`config.mk`:
```
export PLATFORM = sky130hd
export DESIGN_NAME = if_fetch_stage_flat
export DESIGN_NICKNAME = d
export VERILOG_FILES = /design/src/rtl/if_fetch_stage_pkg.sv /design/src/rtl/if_fetch_stage_if.sv /design/src/rtl/if_fetch_stage_fetch_hold_buf.sv /design/src/rtl/if_fetch_stage.sv /design/src/flat_wrapper.sv
export SDC_FILE = /design/constraint.sdc
export NUM_CORES = 1
export LEC_CHECK = 0
export CORE_MARGIN = 2
export CORE_UTILIZATION = 28
export CTS_CLUSTER_DIAMETER = 200
export DETAILED_ROUTE_END_ITERATION = 6
export PLACE_DENSITY = 0.52
export SYNTH_ARGS = -nofsm -noshare
export SYNTH_HDL_FRONTEND = slang
export SYNTH_SLANG_ARGS = --single-unit
```
`constraint.sdc`:
```
create_clock -name clk -period 1.85 [get_ports clk]
set_input_delay 0.37 -clock clk [delete_from_list [all_inputs] [get_ports clk]]
set_output_delay 0.37 -clock clk [all_outputs]
set_load 0.03 [all_outputs]
```
`src/rtl/if_fetch_stage_pkg.sv`:
```
// Shared types and constants for the instruction-fetch stage and its IF/ID record.
package if_fetch_stage_pkg;

  localparam int unsigned PC_W = 16;
  localparam logic [PC_W-1:0] NOP_INSTR = 16'h0000;

  typedef enum logic [1:0] {
    ST_BOOT  = 2'd0,
    ST_FETCH = 2'd1,
    ST_HOLD  = 2'd2
  } fetch_state_e;

  // IF/ID pipeline record, shared with the decode stage
  typedef struct packed {
    logic [PC_W-1:0] pc;
    logic [PC_W-1:0] instr;
    logic            valid;
  } ifid_rec_t;

endpackage

```
`src/rtl/if_fetch_stage_if.sv`:
```
// Fetch-stage bus: hazard/redirect controls, instruction memory port and IF/ID outputs.
interface if_fetch_stage_if #(
  parameter int unsigned PC_W = if_fetch_stage_pkg::PC_W
);

  logic            stall;
  logic            branch_taken;
  logic [PC_W-1:0] branch_target;
  logic            imem_req;
  logic [PC_W-1:0] imem_addr;
  logic [PC_W-1:0] imem_rdata;
  logic            imem_ready;
  logic [PC_W-1:0] ifid_pc;
  logic [PC_W-1:0] ifid_instr;
  logic            ifid_valid;

  modport master (
    input  stall, branch_taken, branch_target, imem_rdata, imem_ready,
    output imem_req, imem_addr, ifid_pc, ifid_instr, ifid_valid
  );

  modport slave (
    output stall, branch_taken, branch_target, imem_rdata, imem_ready,
    input  imem_req, imem_addr, ifid_pc, ifid_instr, ifid_valid
  );

endinterface

```
`src/rtl/if_fetch_stage_fetch_hold_buf.sv`:
```
// One-entry buffer parking a fetched {pc, instr} while IF/ID is stalled.
module fetch_hold_buf #(
  parameter int unsigned W = 16
) (
  input  logic         clk,
  input  logic         rst,
  input  logic         load,
  input  logic         drain,
  input  logic         clear,
  input  logic [W-1:0] load_pc,
  input  logic [W-1:0] load_instr,
  output logic [W-1:0] held_pc,
  output logic [W-1:0] held_instr,
  output logic         full
);

  logic [W-1:0] pc_q, pc_d;
  logic [W-1:0] instr_q, instr_d;
  logic         full_q, full_d;

  // clear wins over load; drain only empties
  always_comb begin
    pc_d    = pc_q;
    instr_d = instr_q;
    full_d  = full_q;
    if (clear || drain) begin
      full_d = 1'b0;
    end else if (load) begin
      pc_d    = load_pc;
      instr_d = load_instr;
      full_d  = 1'b1;
    end
  end

  always_ff @(posedge clk) begin
    if (rst) begin
      pc_q    <= '0;
      instr_q <= '0;
      full_q  <= 1'b0;
    end else begin
      pc_q    <= pc_d;
      instr_q <= instr_d;
      full_q  <= full_d;
    end
  end

  assign held_pc    = pc_q;
  assign held_instr = instr_q;
  assign full       = full_q;

endmodule

```
`src/rtl/if_fetch_stage.sv`:
```
// Instruction fetch: owns the PC, drives imem, and loads the IF/ID register,
// parking a completed fetch in a hold buffer across hazard stalls.
module if_fetch_stage #(
  parameter int unsigned    PC_W      = if_fetch_stage_pkg::PC_W,
  parameter int unsigned    PC_INC    = 1,
  parameter logic [PC_W-1:0] RESET_PC  = '0,
  parameter logic [PC_W-1:0] NOP_INSTR = PC_W'(if_fetch_stage_pkg::NOP_INSTR)
) (
  input  logic              clk,
  input  logic              rst,
  if_fetch_stage_if.master  bus
);

  import if_fetch_stage_pkg::*;

  fetch_state_e    state_q, state_d;
  logic [PC_W-1:0] pc_q, pc_d;
  logic [PC_W-1:0] ifid_pc_q, ifid_pc_d;
  logic [PC_W-1:0] ifid_instr_q, ifid_instr_d;
  logic            ifid_valid_q, ifid_valid_d;
  logic [PC_W-1:0] pc_inc;
  logic            hb_load, hb_drain, hb_clear, hb_full;
  logic [PC_W-1:0] hb_pc, hb_instr;

  assign pc_inc = pc_q + PC_W'(PC_INC);

  fetch_hold_buf #(.W(PC_W)) u_hold_buf (
    .clk        (clk),
    .rst        (rst),
    .load       (hb_load),
    .drain      (hb_drain),
    .clear      (hb_clear),
    .load_pc    (pc_inc),
    .load_instr (bus.imem_rdata),
    .held_pc    (hb_pc),
    .held_instr (hb_instr),
    .full       (hb_full)
  );

  // Next state, next PC and IF/ID update; redirect outranks stall and memory
  always_comb begin
    state_d      = state_q;
    pc_d         = pc_q;
    ifid_pc_d    = ifid_pc_q;
    ifid_instr_d = ifid_instr_q;
    ifid_valid_d = ifid_valid_q;
    hb_load      = 1'b0;
    hb_drain     = 1'b0;
    hb_clear     = 1'b0;
    if (bus.branch_taken) begin
      pc_d         = bus.branch_target;
      ifid_instr_d = NOP_INSTR;
      ifid_valid_d = 1'b0;
      hb_clear     = 1'b1;
      state_d      = ST_FETCH;
    end else begin
      unique case (state_q)
        ST_BOOT: state_d = ST_FETCH;
        ST_FETCH: begin
          if (bus.imem_ready) begin
            pc_d = pc_inc;
            if (bus.stall) begin
              hb_load = 1'b1;
              state_d = ST_HOLD;
            end else begin
              ifid_pc_d    = pc_inc;
              ifid_instr_d = bus.imem_rdata;
              ifid_valid_d = 1'b1;
            end
          end else if (!bus.stall) begin
            ifid_instr_d = NOP_INSTR;
            ifid_valid_d = 1'b0;
          end
        end
        ST_HOLD: begin
          if (!bus.stall) begin
            ifid_pc_d    = hb_pc;
            ifid_instr_d = hb_instr;
            ifid_valid_d = hb_full;
            hb_drain     = 1'b1;
            state_d      = ST_FETCH;
          end
        end
        default: state_d = ST_BOOT;
      endcase
    end
  end

  always_ff @(posedge clk) begin
    if (rst) begin
      state_q      <= ST_BOOT;
      pc_q         <= RESET_PC;
      ifid_pc_q    <= '0;
      ifid_instr_q <= NOP_INSTR;
      ifid_valid_q <= 1'b0;
    end else begin
      state_q      <= state_d;
      pc_q         <= pc_d;
      ifid_pc_q    <= ifid_pc_d;
      ifid_instr_q <= ifid_instr_d;
      ifid_valid_q <= ifid_valid_d;
    end
  end

  assign bus.imem_req   = (state_q == ST_FETCH);
  assign bus.imem_addr  = pc_q;
  assign bus.ifid_pc    = ifid_pc_q;
  assign bus.ifid_instr = ifid_instr_q;
  assign bus.ifid_valid = ifid_valid_q;

endmodule
```
`src/flat_wrapper.sv`:
```
// flat-port wrapper written by rule: the top's interface ports become plain ports
module if_fetch_stage_flat import if_fetch_stage_pkg::*;
#(
  parameter int unsigned    PC_W      = if_fetch_stage_pkg::PC_W,
  parameter int unsigned    PC_INC    = 1,
  parameter logic [PC_W-1:0] RESET_PC  = '0,
  parameter logic [PC_W-1:0] NOP_INSTR = PC_W'(if_fetch_stage_pkg::NOP_INSTR)
)
  (clk, rst, bus_stall, bus_branch_taken, bus_branch_target, bus_imem_rdata, bus_imem_ready, bus_imem_req, bus_imem_addr, bus_ifid_pc, bus_ifid_instr, bus_ifid_valid);
  if_fetch_stage_if #(.PC_W(PC_W)) bus_i ();
  input  logic clk;
  input  logic rst;
  input wire logic [$bits(bus_i.stall)-1:0] bus_stall;
  input wire logic [$bits(bus_i.branch_taken)-1:0] bus_branch_taken;
  input wire logic [$bits(bus_i.branch_target)-1:0] bus_branch_target;
  input wire logic [$bits(bus_i.imem_rdata)-1:0] bus_imem_rdata;
  input wire logic [$bits(bus_i.imem_ready)-1:0] bus_imem_ready;
  output wire logic [$bits(bus_i.imem_req)-1:0] bus_imem_req;
  output wire logic [$bits(bus_i.imem_addr)-1:0] bus_imem_addr;
  output wire logic [$bits(bus_i.ifid_pc)-1:0] bus_ifid_pc;
  output wire logic [$bits(bus_i.ifid_instr)-1:0] bus_ifid_instr;
  output wire logic [$bits(bus_i.ifid_valid)-1:0] bus_ifid_valid;
  assign bus_i.stall = bus_stall;
  assign bus_i.branch_taken = bus_branch_taken;
  assign bus_i.branch_target = bus_branch_target;
  assign bus_i.imem_rdata = bus_imem_rdata;
  assign bus_i.imem_ready = bus_imem_ready;
  assign bus_imem_req = bus_i.imem_req;
  assign bus_imem_addr = bus_i.imem_addr;
  assign bus_ifid_pc = bus_i.ifid_pc;
  assign bus_ifid_instr = bus_i.ifid_instr;
  assign bus_ifid_valid = bus_i.ifid_valid;
  if_fetch_stage #(.PC_W(PC_W), .PC_INC(PC_INC), .RESET_PC(RESET_PC), .NOP_INSTR(NOP_INSTR)) u_core (.clk(clk), .rst(rst), .bus(bus_i));
endmodule
```
## Yosys cells after proc, flatten, opt, wreduce, memory -nomap -nowiden

Cells that the tools add are included.

| cells by class | value |
|---|---|
| $add $sub $neg | 1 |
| bitwise gates (word level) | 2 |
| reduce and logical (&&, ||, !) cells | 13 |
| mux-type cells | 30 |
| eq/ne operators | 9 |

Operators with widths:

| cell | count |
|---|---|
| 2-to-1 mux 16 bit | 10 |
| one-hot mux 16 bit (2 select lines) | 2 |
| adder 16 x 1 -> 16 bit, second input constant | 1 |
| 2-to-1 mux 1 bit | 13 |
| != test 3 bit, second input constant | 3 |
| AND reduction 3 bit | 3 |
| != test 2 bit, second input constant | 4 |
| 2-to-1 mux 2 bit | 3 |
| one-hot mux 2 bit (3 select lines) | 1 |
| nonzero test 2 bit | 3 |
| AND reduction 5 bit | 1 |
| AND reduction 2 bit | 2 |
| OR reduction 2 bit | 2 |
| == test 2 x 1 -> 1 bit, second input constant | 1 |
| == test 2 bit, second input constant | 1 |
| zero test 2 bit | 1 |
| NOT 1 bit | 2 |
| one-hot mux 1 bit (2 select lines) | 1 |
| logical OR 1 bit | 1 |

| storage, ports and cells | value |
|---|---|
| register bits after elaboration | 84 |
| output and inout port bits | 50 |
| logic and storage cells | 64 |
| bits of input ports | 37 |

## Depth between registers and ports, before layout

| logic depth | value |
|---|---|
| word-level depth | 6 |
| depth in mapped cells | 10 |
| gate-level depth less buffers | 6 |

## By module

A second synthesis with hierarchy kept.

| unflattened totals | value |
|---|---|
| cells, all modules | 483 |
| area, all modules | 4,290.4 um^2 |

Modules (own cells, without submodules):

| module | area each (um^2) | instances | sequential area each (um^2) | cells an instance |
|---|---|---|---|---|
| if_fetch_stage | 2,787.7 | 1 | 1,021.0 | 340 |
| fetch_hold_buf | 1,502.7 | 1 | 660.6 | 143 |

## Worst setup path after synthesis

OpenSTA, ideal clock, no wires.

| path | value |
|---|---|
| kind | reg-to-reg |
| start point | reg u_core.state_q[1] |
| end point | reg u_core.u_hold_buf.pc_q[11] (netlist: u_core.u_hold_buf.held_pc[11]) |
| period minus slack after synthesis | 1,993 ps |
| data arrival time | 1,923 ps |
| slack | -143 ps |
| path buffers | 4 |
| library setup time | 70 ps |
| data required time | 1,780 ps |
| stages on the path, launching flop included | 11 |
| cell sequence | dfxtp_1 > inv_1 > ha_1 > buf_2 > and2_1 > buf_2 > and3_1 > buf_2 > buf_2 > nand3_1 > a21oi_1 |

| on the way | value |
|---|---|
| elaborated cells on any way between the ends | 9 |
| those cells by class | eq/ne: 2; mux: 4; bitwise: 1; reduce/logical: 2 |

RTL lines:

| item | line | text |
|---|---|---|
| from (decl) | if_fetch_stage.sv:16 | `fetch_state_e state_q, state_d;` |
| from (signal assigned) | if_fetch_stage.sv:97 | `state_q <= state_d;` |
| == test 2 x 1 -> 1 bit | - |  |
| net bus_imem_req | flat_wrapper.sv:18 | `output wire logic [$bits(bus_i.imem_req)-1:0] bus_imem_req;` |
| 2-to-1 mux 1 bit | if_fetch_stage.sv:57 | `unique case (state_q)` |
| 2-to-1 mux 1 bit | if_fetch_stage.sv:50 | `if (bus.branch_taken) begin` |
| AND reduction 2 bit (no line) | - |  |
| to (signal assigned) | if_fetch_stage_fetch_hold_buf.sv:41 | `pc_q <= pc_d;` |
| to (decl) | if_fetch_stage_fetch_hold_buf.sv:17 | `logic [W-1:0] pc_q, pc_d;` |

The timed path passes the listed nets, and every way through them passes these cells.
A chain may end at the register's enable or synchronous reset.

## Worst setup path after layout

| path | value |
|---|---|
| start point | reg u_core.state_q[0] |
| end point | reg u_core.ifid_pc_q[15] (netlist: u_core.bus.ifid_pc[15]) |

| on the way | value |
|---|---|
| cells in the longest elaborated chain, start to end | 3 |
| elaborated cells on any way between the ends | 8 |
| those cells by class | eq/ne: 5; mux: 1; reduce/logical: 2 |

RTL lines:

| item | line | text |
|---|---|---|
| == test 2 x 1 -> 1 bit / == test 2 bit (equally long branches) | if_fetch_stage.sv:57 |  |
| != test 2 bit (no line) / nonzero test 2 bit (equally long branches) | - |  |
| AND reduction 5 bit (no line) | - |  |
| to (signal assigned) | if_fetch_stage.sv:99 | `ifid_pc_q <= ifid_pc_d;` |
| to (decl) | if_fetch_stage.sv:18 | `logic [PC_W-1:0] ifid_pc_q, ifid_pc_d;` |

Several ways; a longest one is shown, not always the timed one.

==> flow_summary.json <==
{
  "crit_chain": "inv_1 > ha_1 > a21o_1 > a21o_1 > or3_4 > o221ai_1",
  "htreeDepth": 3,
  "die_h_um": 125,
  "dr.pass1.iters": 5,
  "io_pins": 87,
  "final_cells": 791,
  "slew_headroom": 0.696,
  "synth_xor_area_frac": 0.0364,
  "cts-buffers-inserted": 9,
  "first_iter_violations": 267,
  "nets": 646,
  "worstSetupPathType": "register to register",
  "vias_per_cell": 5.00,
  "synth.largest_area_cell": "dfxtp_1",
  "cp.arrival_ns": 2.06,
  "clock_skew_ns": 0.00622,
  "stdcell_area_um2": 5730,
  "synth_compound_area_frac": 0.207,
  "intPower_mw": 3.50,
  "synth-edff-count": 0,
  "clock-root-buffer": "clkbuf_16",
  "tns_ns": 0,
  "track_usage": 0.152,
  "synthMuxAreaShare": 0.00980,
  "cp.required_ns": 2.11,
  "crit_path_start_kind": "register",
  "hp-class": "register to register",
  "yosysWarnings": 0,
  "initial_core_util": 0.284,
  "place_area_um2": 5390,
  "cts_hold_buf": 0,
  "finalCritPeriodShare": 0.976,
  "timing.hold.ws_ns": 0.452,
  "antenna_found_initial": 0,
  "n_antenna_cell": 0,
  "gp_congestion": 0.775,
  "cp_max_fo": 5,
  "wl_per_cell_um": 14.7,
  "hold_viol": 0,
  "crit_path_top_delay_cell": "dfxtp_2",
  "power_frac_clock": 0.405,
  "cts_tree": "yes",
  "rrSetupSlack_ns": 0.04,
  "yosysTopAreaCellShare": 0.412,
  "power_density_nw_per_um2": 834,
  "place_inst": 772,
  "clkSinkCount": 84,
  "status": "finished clean",
  "portBuffers": 86,
  "clk_latency_ns": 0.34,
  "cap_violations": 0,
  "final.min_clock_period_ns": 1.81,
  "fill_cells": 1452,
  "cts.reportedPaths.clkPinSlew_ns": 0.06,
  "yosysSeqAreaShare": 0.412,
  "vdd_ir_drop_max_uv": 464,
  "synth_adder_area_share": 0.0214,
  "drv_slew": 0,
  "combPwrFrac": 0.181,
  "synth-simple-area-share": 0.258,
  "final_cell_mix": "81 x dfxtp_1, 78 x nand2_1, 70 x clkdlybuf4s50_1",
  "area.growth.synth_to_final_pct": 40.3,
  "synth_area_leaders": "dfxtp_1 41%, nand2_1 7.2%, a21oi_1 6.9%",
  "final_antenna_net_count": 0,
  "die_x_um": 125,
  "rsz0062_at_grt": "yes",
  "drive_gt1_frac": 0.125,
  "slowest_delay_ns": 0.39,
  "dr_total_vias": 3952,
  "fmax_mhz": 554,
  "ys_seq_elements": 84,
  "syn-cell-area_um2": 4090,
  "clockBufferDepth": 2,
  "layout_commonest_cell": "dfxtp_1",
  "multi_input_area_um2": 2210,
  "overflow": 0,
  "ff_latch_area_um2": 1690,
  "tightest_slew_ns": 0.452,
  "synth_top_family_by_area": "simple AND/OR/NAND/NOR gates",
  "die_area_um2": 15600,
  "synth.avg_cell_area_um2": 8.00,
  "seq_power_share": 0.413,
  "cp_common_cell": "a21o_1",
  "setup_violations": 0,
  "wirelength_um": 11600,
  "synth_nets": 555,
  "ys.flop_type": "dfxtp_1",
  "grt_max_degree": 38,
  "grt_pass1_vias": 3659,
  "rows": 44,
  "power_switching_mw": 1.28,
  "ys_types": 51,
  "ys_async_sr_fraction": 0,
  "coreArea_um2": 14400,
  "swShare": 0.269,
  "p_leak_nw": 2.09,
  "drc": 0,
  "synth_cells": 511,
  "hpwl_um": 8260,
  "endpoint_kind": "register",
  "grt_first_pass_wirelength_um": 19100
}
[path summary, 6_finish.rpt]
check	cells past startpoint	startpoint	endpoint
setup reg to reg	6	u_core.state_q[0]	u_core.bus.ifid_pc[15]
setup / recovery	6	u_core.state_q[0]	u_core.bus.ifid_pc[15]
hold / removal	2	u_core.bus.ifid_pc[2]	u_core.bus.ifid_pc[2]
hold reg to reg	2	u_core.bus.ifid_pc[2]	u_core.bus.ifid_pc[2]
[flip-flops by register name (all words and copies together) (netlist names)]
name	count
u_core.u_hold_buf.full	1
u_core.bus.ifid_instr	16
u_core.bus.imem_addr	16
u_core.state_q	2
u_core.bus.ifid_pc	16
u_core.u_hold_buf.held_instr	16
u_core.bus.ifid_valid	1
u_core.u_hold_buf.held_pc	16
[metrics by stage]
stage	util	power, mW	setup slack [ns]
2_1_floorplan	-	2.49	-0.0151
3_3_place_gp	0.375	2.89	-0.112
3_5_place_dp	0.375	2.90	-0.135
4_1_cts	0.396	4.84	0.0339
5_1_grt	0.399	5.00	-0.0650
6_report	0.399	4.78	0.0449
[synth_stat cells (all sizes together), types with 9 or more instances]
cell type and n:
a211oi 30, nand2 78, dfxtp 84, nand3 9
nand4 12, clkbuf 27, nor2 63, xnor2 12
o21ai 13, nor3 20, a21oi 57, nand2b 11
buf 19
[critical path: cells and delay by family (launching register included)]
| kind | cells | cell delay (ns) |
|---|---|---|
| buffers and inverters | 1 | 0.10 |
| DFF | 1 | 0.39 |
| and+or+nand+nor | 1 | 0.34 |
| adders and majority gates | 1 | 0.28 |
| AOI/OAI and AO/OA | 3 | 0.61 |
[what timing repair did]
action,in CTS,in global routing
gates resized for setup,15,4
pin swaps,0,1
setup endpoints to repair,15,22
setup buffers,0,3
[final cells by class]
class / count / area share
well taps: 184 / 0.0402
multi-input cells: 374 / 0.385
flip-flops and latches: 84 / 0.294
repair buffers: 126 / 0.220
clock buffers: 12 / 0.0430
clock inverters: 4 / 0.0127
inverters: 7 / 0.00458
[per-layer routing]
| layer | global-route usage | wire [um] | share of wire | vias up |
|---|---|---|---|---|
| met4 | 0.0482 | 133 | 0.011 | 0 |
| li1 | - | - | - | 1978 |
| met5 | 0 | 0 | 0 | - |
| met1 | 0.210 | 5470 | 0.47 | 1838 |
| met3 | 0.0326 | 636 | 0.055 | 9 |
| met2 | 0.236 | 5360 | 0.46 | 127 |
[logic make-up after synthesis]
kind of cell / after synthesis
DFF: 84
adders and majority gates: 7
and+or+nand+nor: 213
xor gates and xnor gates: 17
muxes: 4
buffers and inverters: 53
AOI/OAI and AO/OA: 133
[power groups by stage]
stage / logic (mW) / registers [mW] / clock network (mW)
final: 0.867 / 1.98 / 1.94
after global placement: 0.878 / 2.01 / 0
after global routing: 0.944 / 1.99 / 2.07
after CTS: 0.871 / 1.98 / 2.00
after floorplan: 0.374 / 2.12 / 0
after detailed placement: 0.884 / 2.02 / 0
Power figures use the tool's default switching activity.
